$ cat src/rtl/mips_decode_stage.sv
// Buffered MIPS-I decode stage: fetch queue, combinational decode of the queue head and a
// registered control bundle on a valid/ready output, with an exception hold and a flush.
module mips_decode_stage #(
  parameter int DEPTH          = 4,
  parameter int PC_W           = 32,
  parameter int SUPPORT_MULDIV = 1
) (
  input  logic                       clk,
  input  logic                       rst_b,
  input  logic                       in_valid,
  output logic                       in_ready,
  input  logic [31:0]                in_inst,
  input  logic [PC_W-1:0]            in_pc,
  input  logic                       flush,
  input  logic                       exc_ack,
  output logic                       out_valid,
  input  logic                       out_ready,
  output logic [PC_W-1:0]            out_pc,
  output logic [31:0]                out_inst,
  output logic [3:0]                 out_alu_sel,
  output logic                       out_alu_uns,
  output logic                       out_we,
  output logic                       out_desreg,
  output logic                       out_op1src,
  output logic [1:0]                 out_op2src,
  output logic                       out_isbranch,
  output logic                       out_isjump,
  output logic                       out_jal,
  output logic                       out_jalr,
  output logic                       out_load_imm,
  output logic                       out_mem2reg,
  output logic                       out_load_se,
  output logic [1:0]                 out_ld_size,
  output logic [1:0]                 out_st_size,
  output logic [2:0]                 out_md_op,
  output logic [1:0]                 out_exc,
  output logic                       exc_pending,
  output logic [$clog2(DEPTH+1)-1:0] count
);

  localparam int CNT_W = $clog2(DEPTH + 1);
  localparam int PTR_W = $clog2(DEPTH);

  localparam logic [3:0] ALU_ADD = 4'd1;
  localparam logic [3:0] ALU_SUB = 4'd2;
  localparam logic [3:0] ALU_AND = 4'd3;
  localparam logic [3:0] ALU_OR  = 4'd4;
  localparam logic [3:0] ALU_XOR = 4'd5;
  localparam logic [3:0] ALU_NOR = 4'd6;
  localparam logic [3:0] ALU_SLT = 4'd7;
  localparam logic [3:0] ALU_SLL = 4'd8;
  localparam logic [3:0] ALU_SRL = 4'd9;
  localparam logic [3:0] ALU_SRA = 4'd10;

  typedef struct packed {
    logic [3:0] alu_sel;
    logic       alu_uns;
    logic       we;
    logic       desreg;
    logic       op1src;
    logic [1:0] op2src;
    logic       isbranch;
    logic       isjump;
    logic       jal;
    logic       jalr;
    logic       load_imm;
    logic       mem2reg;
    logic       load_se;
    logic [1:0] ld_size;
    logic [1:0] st_size;
    logic [2:0] md_op;
    logic [1:0] exc;
  } ctrl_t;

  logic [PC_W+31:0] r_mem [DEPTH];
  logic [PTR_W-1:0] r_wptr;
  logic [PTR_W-1:0] r_rptr;
  logic [CNT_W-1:0] r_count;
  logic             r_exc_pending;
  logic             r_out_valid;
  logic [PC_W-1:0]  r_out_pc;
  logic [31:0]      r_out_inst;
  ctrl_t            r_ctrl;

  logic             w_push;
  logic             w_load;
  logic [31:0]      w_head_inst;
  logic [PC_W-1:0]  w_head_pc;
  logic [5:0]       w_op;
  logic [5:0]       w_funct;
  logic [4:0]       w_rt;
  logic             w_ri;
  logic             w_md_ok;
  ctrl_t            w_dec;

  assign in_ready    = (r_count < CNT_W'(DEPTH));
  assign w_push      = in_valid && in_ready && !flush;
  assign w_load      = (r_count != '0) && !r_exc_pending && (!r_out_valid || out_ready) && !flush;
  assign w_head_inst = r_mem[r_rptr][31:0];
  assign w_head_pc   = r_mem[r_rptr][PC_W+31:32];
  assign w_op        = w_head_inst[31:26];
  assign w_rt        = w_head_inst[20:16];
  assign w_funct     = w_head_inst[5:0];
  assign w_md_ok     = (SUPPORT_MULDIV != 0);

  // Storage carries no reset; occupancy and pointers define what is valid.
  always_ff @(posedge clk) begin
    if (w_push) r_mem[r_wptr] <= {in_pc, in_inst};
  end

  always_ff @(posedge clk or negedge rst_b) begin
    if (!rst_b) begin
      r_wptr  <= '0;
      r_rptr  <= '0;
      r_count <= '0;
    end else if (flush) begin
      r_wptr  <= '0;
      r_rptr  <= '0;
      r_count <= '0;
    end else begin
      if (w_push) r_wptr <= r_wptr + PTR_W'(1);
      if (w_load) r_rptr <= r_rptr + PTR_W'(1);
      if (w_push && !w_load)      r_count <= r_count + CNT_W'(1);
      else if (!w_push && w_load) r_count <= r_count - CNT_W'(1);
    end
  end

  always_comb begin
    w_dec = '0;
    w_ri  = 1'b0;
    case (w_op)
      6'h00: begin
        case (w_funct)
          6'h00: begin w_dec.we = 1'b1; w_dec.op1src = 1'b1; w_dec.alu_sel = ALU_SLL; end
          6'h02: begin w_dec.we = 1'b1; w_dec.op1src = 1'b1; w_dec.alu_sel = ALU_SRL; end
          6'h03: begin w_dec.we = 1'b1; w_dec.op1src = 1'b1; w_dec.alu_sel = ALU_SRA; end
          6'h04: begin w_dec.we = 1'b1; w_dec.alu_sel = ALU_SLL; end
          6'h06: begin w_dec.we = 1'b1; w_dec.alu_sel = ALU_SRL; end
          6'h07: begin w_dec.we = 1'b1; w_dec.alu_sel = ALU_SRA; end
          6'h08: w_dec.isjump = 1'b1;
          6'h09: begin w_dec.isjump = 1'b1; w_dec.jalr = 1'b1; w_dec.jal = 1'b1; w_dec.we = 1'b1; end
          6'h0C: w_dec.exc = 2'b01;
          6'h10, 6'h12: begin
            if (w_md_ok) begin
              w_dec.we    = 1'b1;
              w_dec.md_op = w_funct[1] ? 3'b110 : 3'b101;
            end else w_ri = 1'b1;
          end
          6'h18, 6'h19, 6'h1A, 6'h1B: begin
            if (w_md_ok) w_dec.md_op = 3'(w_funct[1:0]) + 3'd1;
            else         w_ri = 1'b1;
          end
          6'h20: begin w_dec.we = 1'b1; w_dec.alu_sel = ALU_ADD; end
          6'h21: begin w_dec.we = 1'b1; w_dec.alu_sel = ALU_ADD; w_dec.alu_uns = 1'b1; end
          6'h22: begin w_dec.we = 1'b1; w_dec.alu_sel = ALU_SUB; end
          6'h23: begin w_dec.we = 1'b1; w_dec.alu_sel = ALU_SUB; w_dec.alu_uns = 1'b1; end
          6'h24: begin w_dec.we = 1'b1; w_dec.alu_sel = ALU_AND; end
          6'h25: begin w_dec.we = 1'b1; w_dec.alu_sel = ALU_OR;  end
          6'h26: begin w_dec.we = 1'b1; w_dec.alu_sel = ALU_XOR; end
          6'h27: begin w_dec.we = 1'b1; w_dec.alu_sel = ALU_NOR; end
          6'h2A: begin w_dec.we = 1'b1; w_dec.alu_sel = ALU_SLT; end
          6'h2B: begin w_dec.we = 1'b1; w_dec.alu_sel = ALU_SLT; w_dec.alu_uns = 1'b1; end
          default: w_ri = 1'b1;
        endcase
      end
      6'h01: begin
        case (w_rt)
          5'h00, 5'h01: w_dec.isbranch = 1'b1;
          5'h10, 5'h11: begin w_dec.isbranch = 1'b1; w_dec.we = 1'b1; w_dec.jal = 1'b1; end
          default: w_ri = 1'b1;
        endcase
      end
      6'h02: w_dec.isjump = 1'b1;
      6'h03: begin w_dec.isjump = 1'b1; w_dec.jal = 1'b1; w_dec.we = 1'b1; end
      6'h04, 6'h05, 6'h06, 6'h07: begin w_dec.isbranch = 1'b1; w_dec.alu_sel = ALU_SUB; end
      6'h08, 6'h09, 6'h0A, 6'h0B: begin
        w_dec.we      = 1'b1;
        w_dec.desreg  = 1'b1;
        w_dec.op2src  = 2'b01;
        w_dec.alu_sel = w_op[1] ? ALU_SLT : ALU_ADD;
        w_dec.alu_uns = w_op[0];
      end
      6'h0C, 6'h0D, 6'h0E: begin
        w_dec.we      = 1'b1;
        w_dec.desreg  = 1'b1;
        w_dec.op2src  = 2'b10;
        w_dec.alu_sel = (w_op[1:0] == 2'b00) ? ALU_AND : (w_op[1:0] == 2'b01) ? ALU_OR : ALU_XOR;
      end
      6'h0F: begin w_dec.we = 1'b1; w_dec.desreg = 1'b1; w_dec.op2src = 2'b10; w_dec.load_imm = 1'b1; end
      // Access size follows op[1:0]: 00 byte, 01 half, 11 word; op[2] marks unsigned loads.
      6'h20, 6'h21, 6'h23, 6'h24, 6'h25: begin
        w_dec.we      = 1'b1;
        w_dec.desreg  = 1'b1;
        w_dec.op2src  = 2'b01;
        w_dec.alu_sel = ALU_ADD;
        w_dec.mem2reg = 1'b1;
        w_dec.ld_size = (w_op[1:0] == 2'b11) ? 2'b11 : w_op[1:0] + 2'b01;
        w_dec.load_se = !w_op[2] && (w_op[1:0] != 2'b11);
      end
      6'h28, 6'h29, 6'h2B: begin
        w_dec.op2src  = 2'b01;
        w_dec.alu_sel = ALU_ADD;
        w_dec.st_size = (w_op[1:0] == 2'b11) ? 2'b11 : w_op[1:0] + 2'b01;
      end
      default: w_ri = 1'b1;
    endcase
    if (w_ri) begin
      w_dec     = '0;
      w_dec.exc = 2'b10;
    end
  end

  always_ff @(posedge clk or negedge rst_b) begin
    if (!rst_b) begin
      r_out_valid <= 1'b0;
      r_out_pc    <= '0;
      r_out_inst  <= '0;
      r_ctrl      <= '0;
    end else if (flush) begin
      r_out_valid <= 1'b0;
    end else if (w_load) begin
      r_out_valid <= 1'b1;
      r_out_pc    <= w_head_pc;
      r_out_inst  <= w_head_inst;
      r_ctrl      <= w_dec;
    end else if (out_ready) begin
      r_out_valid <= 1'b0;
    end
  end

  // Setting the hold on an exception load wins over a coincident acknowledge.
  always_ff @(posedge clk or negedge rst_b) begin
    if (!rst_b)                           r_exc_pending <= 1'b0;
    else if (flush)                       r_exc_pending <= 1'b0;
    else if (w_load && w_dec.exc != 2'b00) r_exc_pending <= 1'b1;
    else if (exc_ack)                     r_exc_pending <= 1'b0;
  end

  assign out_valid    = r_out_valid;
  assign out_pc       = r_out_pc;
  assign out_inst     = r_out_inst;
  assign out_alu_sel  = r_ctrl.alu_sel;
  assign out_alu_uns  = r_ctrl.alu_uns;
  assign out_we       = r_ctrl.we;
  assign out_desreg   = r_ctrl.desreg;
  assign out_op1src   = r_ctrl.op1src;
  assign out_op2src   = r_ctrl.op2src;
  assign out_isbranch = r_ctrl.isbranch;
  assign out_isjump   = r_ctrl.isjump;
  assign out_jal      = r_ctrl.jal;
  assign out_jalr     = r_ctrl.jalr;
  assign out_load_imm = r_ctrl.load_imm;
  assign out_mem2reg  = r_ctrl.mem2reg;
  assign out_load_se  = r_ctrl.load_se;
  assign out_ld_size  = r_ctrl.ld_size;
  assign out_st_size  = r_ctrl.st_size;
  assign out_md_op    = r_ctrl.md_op;
  assign out_exc      = r_ctrl.exc;
  assign exc_pending  = r_exc_pending;
  assign count        = r_count;

endmodule
$ cat config.mk
export PLATFORM = sky130hd
export DESIGN_NAME = mips_decode_stage
export DESIGN_NICKNAME = d
export VERILOG_FILES = /design/src/rtl/mips_decode_stage.sv
export SDC_FILE = /design/constraint.sdc
export NUM_CORES = 1
export LEC_CHECK = 0
export ABC_CLOCK_PERIOD_IN_PS = 4600
export CAP_MARGIN = 20
export CORE_UTILIZATION = 35
export DETAILED_ROUTE_END_ITERATION = 12
export MAX_ROUTING_LAYER = met4
export SYNTH_ARGS = -nofsm -noshare
export SYNTH_HDL_FRONTEND = slang
export SYNTH_SLANG_ARGS = --single-unit
$ cat constraint.sdc
create_clock -name clk -period 4.6 [get_ports clk]
set_clock_uncertainty 0.05 [all_clocks]
set_input_delay 0.69 -clock clk [delete_from_list [all_inputs] [get_ports clk]]
set_output_delay 0.69 -clock clk [all_outputs]
set_load 0.01 [all_outputs]
==> results of run 1 <==
==> worst max path at each step <==
| stage | startpoint | endpoint | slack, ns |
|---|---|---|---|
| floorplan | r_rptr[0]$_DFFE_PN0P_ | exc_pending$_DFFE_PN0P_ | 1.37 |
| global placement | r_rptr[0]$_DFFE_PN0P_ | out_op2src[0]$_DFFE_PN0P_ | 1.44 |
| detailed placement | r_rptr[0]$_DFFE_PN0P_ | exc_pending$_DFFE_PN0P_ | 1.40 |
| CTS | r_rptr[0]$_DFFE_PN0P_ | exc_pending$_DFFE_PN0P_ | 1.38 |
| global route | r_rptr[0]$_DFFE_PN0P_ | out_op2src[0]$_DFFE_PN0P_ | 1.24 |
| finish | r_rptr[0]$_DFFE_PN0P_ | exc_pending$_DFFE_PN0P_ | 1.38 |
==> metal layers <==
metal	up-vias	GRT usage [%]
met3	44	2.98
met5	-	-
met1	3978	21.8
met2	214	25.2
li1	3575	-
met4	0	4.33
==> metrics by stage <==
step	util, %	cells	worst slack (ns)
6_report	44.8	1595	1.38
5_1_grt	44.8	1595	1.24
4_1_cts	44.8	1595	1.38
3_5_place_dp	41.6	1524	1.40
3_3_place_gp	41.6	1524	1.44
2_1_floorplan	-	868	1.37
==> state kept, by name (all words and copies together), names as in the netlist, 2 cells and up <==
register     cells
out_alu_sel      4
out_pc          32
r_rptr           2
out_md_op        3
out_exc          2
r_wptr           2
out_st_size      2
count            3
r_mem          256
out_ld_size      2
out_inst        32
out_op2src       2
==> cells in the mapped netlist (all sizes together), types with 2 or more instances <==
master	n
nand2	228
edfxtp	256
nand4	2
a22o	3
and2	6
or4b	2
nor2b	7
buf	13
o31ai	5
mux2i	3
nand2b	9
o221ai	2
nand3	5
or2	3
ha	8
or4bb	2
nor3	7
a32oi	3
inv	12
o21a	4
o41ai	3
o32ai	2
nor2	28
mux4	65
mux2	3
o21ai	19
o211ai	3
a31oi	4
dfrtp	99
a21oi	6
a21o	2
xnor2	4
xor2	2
clkbuf	30
==> report_power, final <==
part | switching (mW) | internal [mW] | total, mW | leakage [nW]
logic | 1.63 | 1.50 | 3.13 | 2.11
clock network | 1.24 | 1.77 | 3.01 | 0.608
registers | 0.336 | 3.97 | 4.30 | 3.58
==> cell type report <==
type                    count  share of cell area (%)
multi-input cells         458                    20.2
well taps                 518                    3.72
flip-flops and latches    355                    58.5
repair buffers            181                    10.2
clock inverters            20                    1.02
inverters                  12                   0.259
clock buffers              51                    6.15
==> cell families after synthesis <==
logic type	count (synthesis)	synth area share (%)
flip-flops	355	73.3
AND/OR/NAND/NOR	307	9.62
multiplexers	71	11.0
AO/OA/AOI/OAI	65	3.22
buffers and inverters	55	1.63
adder cells (fa/ha/maj)	9	0.866
XOR/XNOR	6	0.379
==> critical path: stages (launching register included) <==
cell and delay [ns]:
dfrtp_4 0.64, buf_4 0.41, mux4_2 0.70, or2_2 0.42, or2_1 0.31, nor3_1 0.36
nor3_1 0.10, o32ai_1 0.11
==> impl_summary.md, run 1 <==
Die
The core area is approximately 39,000 µm². The number of rows created at floorplan is between 70 and 80. The overall die area is just over 40,000 µm². The starting density of the core is between 30% and 40%. The number of placed I/O pins is 166. The die extent in x is 201 µm.

The height of the die is about 200 µm.

CTS
The TritonCTS clock tree is built. The CTS sink count is roughly 360. The post-CTS setup repair buffer count is 0.

The clock-pin slew of the registers on the worst-case setup and hold paths is about 0.06 ns. Counting the buffers created by CTS gives 39. The post-CTS resize count is 0. The clock tree synthesis step divided the H-tree into 2 levels.

The cts-stage hold buffer count is 0. The clock root buffer master is clkbuf_16. The worst-skew pair later-pin latency is approximately 0.53 ns. The maximum buffer depth of the clock tree is 3.

Synthesis
The number of enable-type register cells in the synthesized netlist is 256. The post-synthesis sequential area ratio is 73.3%. The number of different library cells used by synthesis comes to 58.

The count of state elements after synthesis is ~360. By area the synthesized netlist is led by edfxtp_1, dfrtp_1, mux4_2. The fraction of registers with async set/reset is about 28%. The cell count after synthesis is just under 900.

The number of nets handed over by synthesis was 947. Summed over its instances, the top area cell type makes up a little under three fifths of the synthesized netlist area. The Yosys step of the flow raised 0 warnings. The combined area of all synthesized cells is between 10,000 and 15,000 µm². The post-synthesis area per instance is 16.0 µm².

In the synthesized netlist the dominant register cell turns out to be edfxtp_1. The cell taking the most area after synthesis is edfxtp_1.

Final layout
From synthesis to final layout, the design area changed by 25.4%. The number of nets in the layout is 1,126. Summing all multi-input logic gate instances after layout gives ~3500 µm². The layout cell share with drive strength beyond 1 is approximately 15%. The post-layout instance area is 17,400 µm². Leaving out fill and tap cells, the most frequent cells in the layout are edfxtp_1, nand2_1, clkdlybuf4s50_1, dfrtp_1, mux4_2.

The most common cell after layout, fill and taps aside is edfxtp_1. Counting the fill cells in the layout gives about 3.4k. The number of antenna repair diodes is 0. Registers take slightly above 10,000 µm².

Detailed routing
The total length of routed met3 wires is ~1600 µm. For this block, wires on met1 add up to approximately 14,000 µm. The topmost layer with routed signal wires is met4. In the final routed layout, each cell accounts on average for 19.5 µm. The via count is 7,811.

The wire length after detailed routing is about 31,000 µm. Once detail routing completed, the nets flagged for antenna violations numbered 0. The total iterations of the first detailed-routing run is 4. The first-iteration detailed-routing DRC count is approximately 360.

The met2 wire length is 14,900 µm. The post-detailed-route via-to-cell ratio is ~5. After detailed routing, the number of remaining DRC violations is 0.

Worst setup path
In this run the worst path has a maximum fanout of 22. The reg-to-reg startpoint is r_rptr[0]$_DFFE_PN0P_. STA classifies the critical path startpoint as a flip-flop. The kind of critical path is flip-flop to flip-flop. The number of cells on the worst reg-to-reg path is 7. The endpoint class of the critical path is a flip-flop. The required arrival time at the worst endpoint is between 4 and 5 ns.

The endpoint identified for the worst register-to-register timing path is exc_pending$_DFFE_PN0P_. The worst register-to-register path has a setup slack of about 1.4 ns. The arrival time at the worst endpoint is about 3.6 ns.

Timing
In this run the tightest slew margin relative to its limit is 31.0%. Timing would allow up to ~310 MHz. The smallest clock period supported by the final layout is computed as 3.22 ns. The total count of hold-check failures in the final report is 0. For the pin with the worst max-slew slack, the measured transition is approximately 1.0 ns. The post-route setup TNS is 0 ns.

The ratio of final minimum period to clock period is 70.0%. The post-route worst hold slack is 0.176 ns. Setup violations remaining at the end of the flow were counted as 0.

The count of pins over their slew limit is 0. Setup repair after global routing left no endpoint under its margin.

Pwr
In this run the static leakage power is between 6 and 7 nW. Across the VDD grid, the largest voltage drop is approximately 0.00026 V. The design draws ~10 mW.

The power density relative to cell area is between 600 and 700 nW/µm².

Run status
The flow ran to the end, and the final reports show no timing, DRC or antenna violations.

Placement
After detailed placement, the total cell area comes to ~16,000 µm². The number of input and output port buffers inserted is 165. At the end of routability-driven placement, the weighted congestion stood at roughly 0.85. The post-detailed-placement half-perimeter wirelength is just under 20,000 µm.

GRT
The largest net degree at the start of global routing is 65. The first-pass GRT wire length is between 40,000 and 50,000 µm. The initial antenna violation count came to 0. The overall fraction of global-route tracks in use is 16.2%. For this run the aggregate overflow at the end of global routing stands at 0. The number of global-route vias before repair is a little over 8k.

Run
The max-cap check violation count is 0.

Min path
The class of the worst hold path is primary input to asynchronous set/reset pin.
Power figures use the tool's default switching activity.
==> inputs of run 2 (changes only) <==
ABC_CLOCK_PERIOD_IN_PS = 2800   (was 4600)
clock period = 2.8 ns   (was 4.6 ns; I/O delays follow)
==> impl_summary.md, run 2 (synthesis results as in run 1) <==
GRT
The met3 layer usage reported by global route is 4.11% (was 2.98%). The first-pass GRT wire length is 50,000 µm (was 48,700 µm). The number of global-route vias before repair is 8,383 (was 8,147). The largest net degree at the start of global routing came to 61 (was 65). The met1 demand-to-capacity share in global routing is 22.1% (was 21.8%). The overall fraction of global-route tracks in use is 16.6% (was 16.2%). The met2 track demand over resource in global routing is 25.6% (was 25.2%). The layer with the highest usage is met2 (unchanged). The global route total overflow is 0 (unchanged). The initial antenna violation count is 3 (was 0).

Die
The height of the die is 201 µm (unchanged). The overall die area is 40,400 µm² (unchanged). The starting density of the core is 35.7% (unchanged). The number of rows created at floorplan came to 72 (unchanged). The core area is 38,800 µm² (unchanged). The die extent in x is 201 µm (unchanged). The number of placed I/O pins is 166 (unchanged).

Timing
The ratio of final minimum period to clock period was 99.3% (was 70.0%). The slew at the pin closest to its max-slew limit is 0.539 ns (was 1.03 ns). The setup-violating endpoint count in the final report is 0 (unchanged). The total count of hold-check failures in the final report came to 0 (unchanged).

The count of pins over their slew limit is 0 (unchanged). The top achievable clock speed came to 360 MHz (was 311 MHz). RSZ-0062 raised after global routing: yes (was no).

The post-route worst hold slack came to 0.272 ns (was 0.176 ns). The clock period minus worst slack is 2.78 ns (was 3.22 ns). The headroom to the max-slew limit is 64.1% (was 31.0%).

Final layout
The layout cell share with drive strength beyond 1 is 18.5% (was 14.8%). The relative area change from synthesis to final layout is 30.3% (was 25.4%). The number of nets in the layout is 1,162 (was 1,126). The number of flip-flops in the largest register is 256 (unchanged). Leading cell types in the layout, fill and taps excluded: edfxtp_1, nand2_1, clkdlybuf4s50_1, dfrtp_1, mux4_2 (unchanged).

The largest register by flop count is r_mem (unchanged). The most common cell after layout, fill and taps aside is edfxtp_1 (unchanged). The final core utilization is 46.6% (was 44.8%). The number of fill cells in the layout came to 3,363 (was 3,405).

Pwr
The worst supply voltage drop on vdd was 0.000552 V (was 0.000263 V). The leakage component of the power is 6.62 nW (was 6.30 nW). The power density relative to cell area was 1010 nW/µm² (was 600 nW/µm²).

Detailed routing
The per-cell routed wire length came to 19.4 µm (was 19.5 µm). The remaining antenna violation count after routing is 0 (unchanged). The wire length after detailed routing is 31,700 µm (was 31,100 µm).

The number of DRC violations after detailed routing is 0 (unchanged). The via count is 7,926 (was 7,811). The total iterations of the first detailed-routing run is 4 (unchanged).

The post-detailed-route via-to-cell ratio came to 4.85 (was 4.90). The first-iteration detailed-routing DRC count came to 379 (was 356).

CTS
The clock-pin slew of the registers on the worst-case setup and hold paths is 0.06 ns (about the same). The CTS sink count was 355 (unchanged). The TritonCTS clock tree is built (unchanged). The maximum buffer depth of the clock tree was 3 (unchanged). The worst-skew pair later-pin latency is 0.54 ns (was 0.53 ns). The number of levels the H-tree was split into is 2 (unchanged). The clock root buffer master is clkbuf_16 (unchanged). The number of clock buffers inserted by TritonCTS is 40 (was 39).

Worst setup path
The arrival time at the worst endpoint is 3.13 ns (was 3.59 ns). The cell seen most often among critical-path stages is nor3_2 (was nor3_1). The slowest cell on the critical path is mux4_2 (unchanged).

Cells traversed along the worst timing path: mux4_2 -> buf_6 -> inv_4 -> ha_4 -> or2_4 -> nor3_2 -> or4b_4 -> nand3_4 -> nor4_4 -> nor3_2 -> o32ai_2 (was buf_4 -> mux4_2 -> or2_2 -> or2_1 -> nor3_1 -> nor3_1 -> o32ai_1). The required arrival time at the worst endpoint is 3.15 ns (was 4.97 ns). The kind of critical path is flip-flop to flip-flop (unchanged).

The worst-path maximum fanout is 6 (was 22). The reg-to-reg startpoint is r_rptr[0]$_DFFE_PN0P_ (unchanged). The endpoint of the worst register-to-register path is exc_pending$_DFFE_PN0P_ (unchanged). The logic depth of the worst register-to-register path is 11 (was 7).

The endpoint class of the critical path is a flip-flop (unchanged). The worst stage delay on the critical path is 0.56 ns (was 0.70 ns). The worst reg-to-reg setup slack was 0.02 ns (was 1.38 ns).

The startpoint type of the worst setup path is a flip-flop (unchanged).

Placement
The number of input and output port buffers inserted came to 165 (unchanged). The post-detailed-placement half-perimeter wirelength is 20,500 µm (was 19,800 µm). The global placer's final weighted congestion was 0.847 (was 0.854).

Run status
Result of the run: complete, no violations (unchanged).

Min path
The class of the worst hold path is primary input to asynchronous set/reset pin (unchanged).

Run
The max-cap check violation count is 0 (unchanged).
==> run 2: cell count changes in the layout (fill, tap and decap cells not counted), moves of 3 or more <==
cell	delta
nor3_1	-3
buf_12	+13
diode_2	+3
inv_6	-3
nor3_2	+3
bufinv_16	+6
buf_4	+18
==> run 2: where the power goes <==
| group | internal, mW | switching, mW |
|---|---|---|
| Combinational | 2.81 | 2.87 |
| Clock | 3.52 | 2.04 |
| Sequential | 6.52 | 0.489 |
| Total | 12.8 | 5.40 |
==> run 2: worst max path at each step <==
stage	slack (ns)	cells past startpoint	end	startpoint
detailed placement	-0.008	10	exc_pending$_DFFE_PN0P_	r_rptr[0]$_DFFE_PN0P_
global route	-0.06	11	exc_pending$_DFFE_PN0P_	r_rptr[0]$_DFFE_PN0P_
CTS	0.04	9	exc_pending$_DFFE_PN0P_	r_rptr[0]$_DFFE_PN0P_
global placement	0.11	10	exc_pending$_DFFE_PN0P_	r_rptr[0]$_DFFE_PN0P_
floorplan	-0.04	13	exc_pending$_DFFE_PN0P_	r_rptr[0]$_DFFE_PN0P_
finish	0.02	11	exc_pending$_DFFE_PN0P_	r_rptr[0]$_DFFE_PN0P_
==> run 2: metal layers <==
layer	wire [µm]	share of wire [%]
met1	14500	46
met2	14700	46
met3	1880	5.9
met4	523	1.7
met5	0	0
==> run 2: timing repair <==
item	in CTS	in global routing
endpoints found under the setup margin	1	4
hold buffers	1	0
resized for setup	0	13
gates cloned	0	0
endpoints found under the hold margin	16	0
pin swaps	0	4
buffers inserted	2	3
==> run 2: per-stage QoR <==
stage / cells / TNS (ns) / worst slack (ns) / cell area, µm² / total power, mW
finish: 1634 / 0 / 0.0188 / 18100 / 18.2
global route: 1634 / -0.0984 / -0.0585 / 18100 / 19.3
CTS: 1628 / 0 / 0.0362 / 18000 / 18.4
detailed placement: 1553 / -0.00831 / -0.00831 / 16600 / 12.8
global placement: 1553 / 0 / 0.110 / 16600 / 12.7
floorplan: 868 / -0.0445 / -0.0445 / 13900 / 10.1
==> run 2: cell type report <==
class / instances / area [µm²] / area share, %
Sequential cell: 355 / 10200 / 56.3
Inverter: 12 / 47.5 / 0.263
Clock buffer: 52 / 1110 / 6.12
Clock inverter: 20 / 302 / 1.67
Timing Repair Buffer: 216 / 2220 / 12.3
Multi-Input combinational cell: 458 / 3570 / 19.8
Antenna cell: 3 / 7.51 / 0.0415
Tap cell: 518 / 648 / 3.58
==> run 2: critical path: cells and delay by family, from the launching register on <==
kind            cells  cell delay, ns
simple gates        6            1.09
mux                 1            0.56
buf+inv             2            0.21
compound gates      1            0.10
fa+ha+maj           1            0.15
flops               1            0.48
==> inputs of run 3 (changes only) <==
CTS_CLUSTER_SIZE = 40   (was unset)
MAX_ROUTING_LAYER = unset   (was met4)
==> impl_summary.md, run 3 (synthesis results as in run 1) <==
Run status
Result of the run: complete, no violations (unchanged).

Pwr
The leakage component of the power is 6.62 nW (about the same). The power density relative to cell area is 1010 nW/µm² (about the same). The worst supply voltage drop on vdd was 0.000553 V (was 0.000552 V).

GRT
The global route total overflow is 0 (unchanged). The number of global-route vias before repair came to 8,390 (was 8,383). The first-pass GRT wire length is 50,000 µm (about the same).

The overall fraction of global-route tracks in use is 16.1% (was 16.6%). The largest net degree at the start of global routing is 61 (unchanged). The initial antenna violation count is 3 (unchanged).

Detailed routing
The wire length after detailed routing is 31,700 µm (about the same). The per-cell routed wire length is 19.4 µm (about the same). The total iterations of the first detailed-routing run is 4 (unchanged). The post-detailed-route via-to-cell ratio is 4.87 (was 4.85). The number of DRC violations after detailed routing is 0 (unchanged).

The via count is 7,953 (was 7,926). The remaining antenna violation count after routing is 0 (unchanged). The first-iteration detailed-routing DRC count was 363 (was 379).

Worst setup path
The worst-path maximum fanout is 6 (unchanged). The cell seen most often among critical-path stages is nor3_2 (unchanged). Cells traversed along the worst timing path: mux4_2 -> buf_6 -> inv_4 -> ha_4 -> or2_4 -> nor3_2 -> or4b_4 -> nand3_4 -> nor4_4 -> nor3_2 -> o32ai_2 (unchanged). The arrival time at the worst endpoint is 3.13 ns (about the same). The worst stage delay on the critical path came to 0.56 ns (about the same).

The endpoint class of the critical path is a flip-flop (unchanged). The worst reg-to-reg setup slack came to 0.02 ns (about the same). The slowest cell on the critical path is mux4_2 (unchanged). The required arrival time at the worst endpoint was 3.15 ns (about the same). The startpoint type of the worst setup path is a flip-flop (unchanged). The kind of critical path is flip-flop to flip-flop (unchanged).

Final layout
The layout cell share with drive strength beyond 1 is 18.5% (unchanged). The relative area change from synthesis to final layout is 30.3% (about the same). The non-filler instance count after layout was 1,632 (was 1,634).

The total area of multi-input combinational cells came to 3570 µm² (unchanged). The most common cell after layout, fill and taps aside was edfxtp_1 (unchanged). The largest register by flop count was r_mem (unchanged). The combined flip-flop and latch cell area came to 10,200 µm² (unchanged). The post-layout instance area is 18,100 µm² (about the same). The number of nets in the layout was 1,162 (unchanged). Leading cell types in the layout, fill and taps excluded: edfxtp_1, nand2_1, clkdlybuf4s50_1, dfrtp_1, mux4_2 (unchanged). The number of fill cells in the layout was 3,362 (was 3,363). The number of flip-flops in the largest register came to 256 (unchanged).

CTS
The number of levels the H-tree was split into is 2 (unchanged). The clock-pin slew of the registers on the worst-case setup and hold paths is 0.06 ns (about the same). The number of clock buffers inserted by TritonCTS is 40 (unchanged). The clock root buffer master is clkbuf_16 (unchanged). The CTS sink count was 355 (unchanged). The maximum buffer depth of the clock tree was 3 (unchanged). The worst-skew pair later-pin latency is 0.54 ns (about the same).

The TritonCTS clock tree is built (unchanged).

Placement
The post-detailed-placement half-perimeter wirelength came to 20,500 µm (unchanged). The number of input and output port buffers inserted is 165 (unchanged). The global placer's final weighted congestion is 0.832 (was 0.847). The cell area reported after detailed placement came to 16,600 µm² (unchanged). The number of placed instances, taps included is 1,553 (unchanged).

Timing
The ratio of final minimum period to clock period is 99.4% (was 99.3%). The post-route setup TNS is 0 ns (unchanged). The count of pins over their slew limit came to 0 (unchanged).

The post-route worst hold slack is 0.273 ns (was 0.272 ns). The slew at the pin closest to its max-slew limit is 0.538 ns (was 0.539 ns). The clock period minus worst slack is 2.78 ns (about the same). RSZ-0062 raised after global routing: yes (unchanged).

The top achievable clock speed came to 359 MHz (was 360 MHz). The setup-violating endpoint count in the final report is 0 (unchanged). The total count of hold-check failures in the final report is 0 (unchanged). The headroom to the max-slew limit came to 64.2% (was 64.1%).

Min path
The class of the worst hold path is primary input to asynchronous set/reset pin (unchanged).

Die
The height of the die came to 201 µm (unchanged). The starting density of the core is 35.7% (unchanged). The die extent in x is 201 µm (unchanged). The overall die area was 40,400 µm² (unchanged).

The core area is 38,800 µm² (unchanged). The number of rows created at floorplan is 72 (unchanged). The number of placed I/O pins is 166 (unchanged).

Run
The max-cap check violation count is 0 (unchanged).
-- run 3: cell count changes in the layout (fill, tap and decap cells not counted), sizes merged --
| cell | before | now |
|---|---|---|
| diode | 3 | 1 |
-- run 3: layout make-up --
| class | count | area share [%] |
|---|---|---|
| Sequential cell | 355 | 56.3 |
| Antenna cell | 1 | 0.0138 |
| Clock buffer | 52 | 6.13 |
| Multi-Input combinational cell | 458 | 19.8 |
| Inverter | 12 | 0.263 |
| Clock inverter | 20 | 1.67 |
| Timing Repair Buffer | 216 | 12.3 |
| Tap cell | 518 | 3.59 |
-- run 3: layer usage --
| layer | track usage, % | part of all wire [%] |
|---|---|---|
| met5 | 0 | 0.082 |
| met4 | 4.39 | 1.8 |
| met2 | 25.6 | 46 |
| met3 | 4.11 | 5.7 |
| met1 | 22.0 | 46 |
-- run 3: path summary, 6_finish.rpt --
check / start / to / cells past startpoint
min reg2reg: out_inst[15]$_DFFE_PN0P_ / out_inst[15]$_DFFE_PN0P_ / 2
min in group clk: out_inst[15]$_DFFE_PN0P_ / out_inst[15]$_DFFE_PN0P_ / 2
max: r_rptr[0]$_DFFE_PN0P_ / exc_pending$_DFFE_PN0P_ / 11
max reg2reg: r_rptr[0]$_DFFE_PN0P_ / exc_pending$_DFFE_PN0P_ / 11
max in group asynchronous: rst_b / out_pc[13]$_DFFE_PN0P_ / 3
min: rst_b / out_inst[25]$_DFFE_PN0P_ / 2
-- run 3: metrics by stage --
stage               utilization (%)  setup slack, ns  total power, mW
floorplan                         -          -0.0445             10.1
CTS                            46.3           0.0362             18.4
finish                         46.6           0.0172             18.2
global route                   46.6          -0.0585             19.3
global placement               42.6            0.110             12.7
detailed placement             42.6         -0.00831             12.8
-- run 3: power breakdown --
group / internal, mW / switching (mW)
Clock: 3.52 / 2.02
Combinational: 2.81 / 2.88
Sequential: 6.52 / 0.489
Total: 12.8 / 5.39
-- run 3: critical path, delay by kind of cell, from the launching register on --
kind / cells / cell delay [ns]
adders and majority gates: 1 / 0.15
buffers and inverters: 2 / 0.21
and+or+nand+nor: 6 / 1.09
DFF: 1 / 0.48
AOI/OAI and AO/OA: 1 / 0.10
muxes: 1 / 0.56
-- run 3: repair_timing --
item                                    in CTS  in global routing
buffers inserted                             2                  3
endpoints found under the setup margin       1                  4
endpoints found under the hold margin       16                  0
pin swaps                                    0                  4
hold buffers                                 1                  0
gates resized for setup                      0                 13
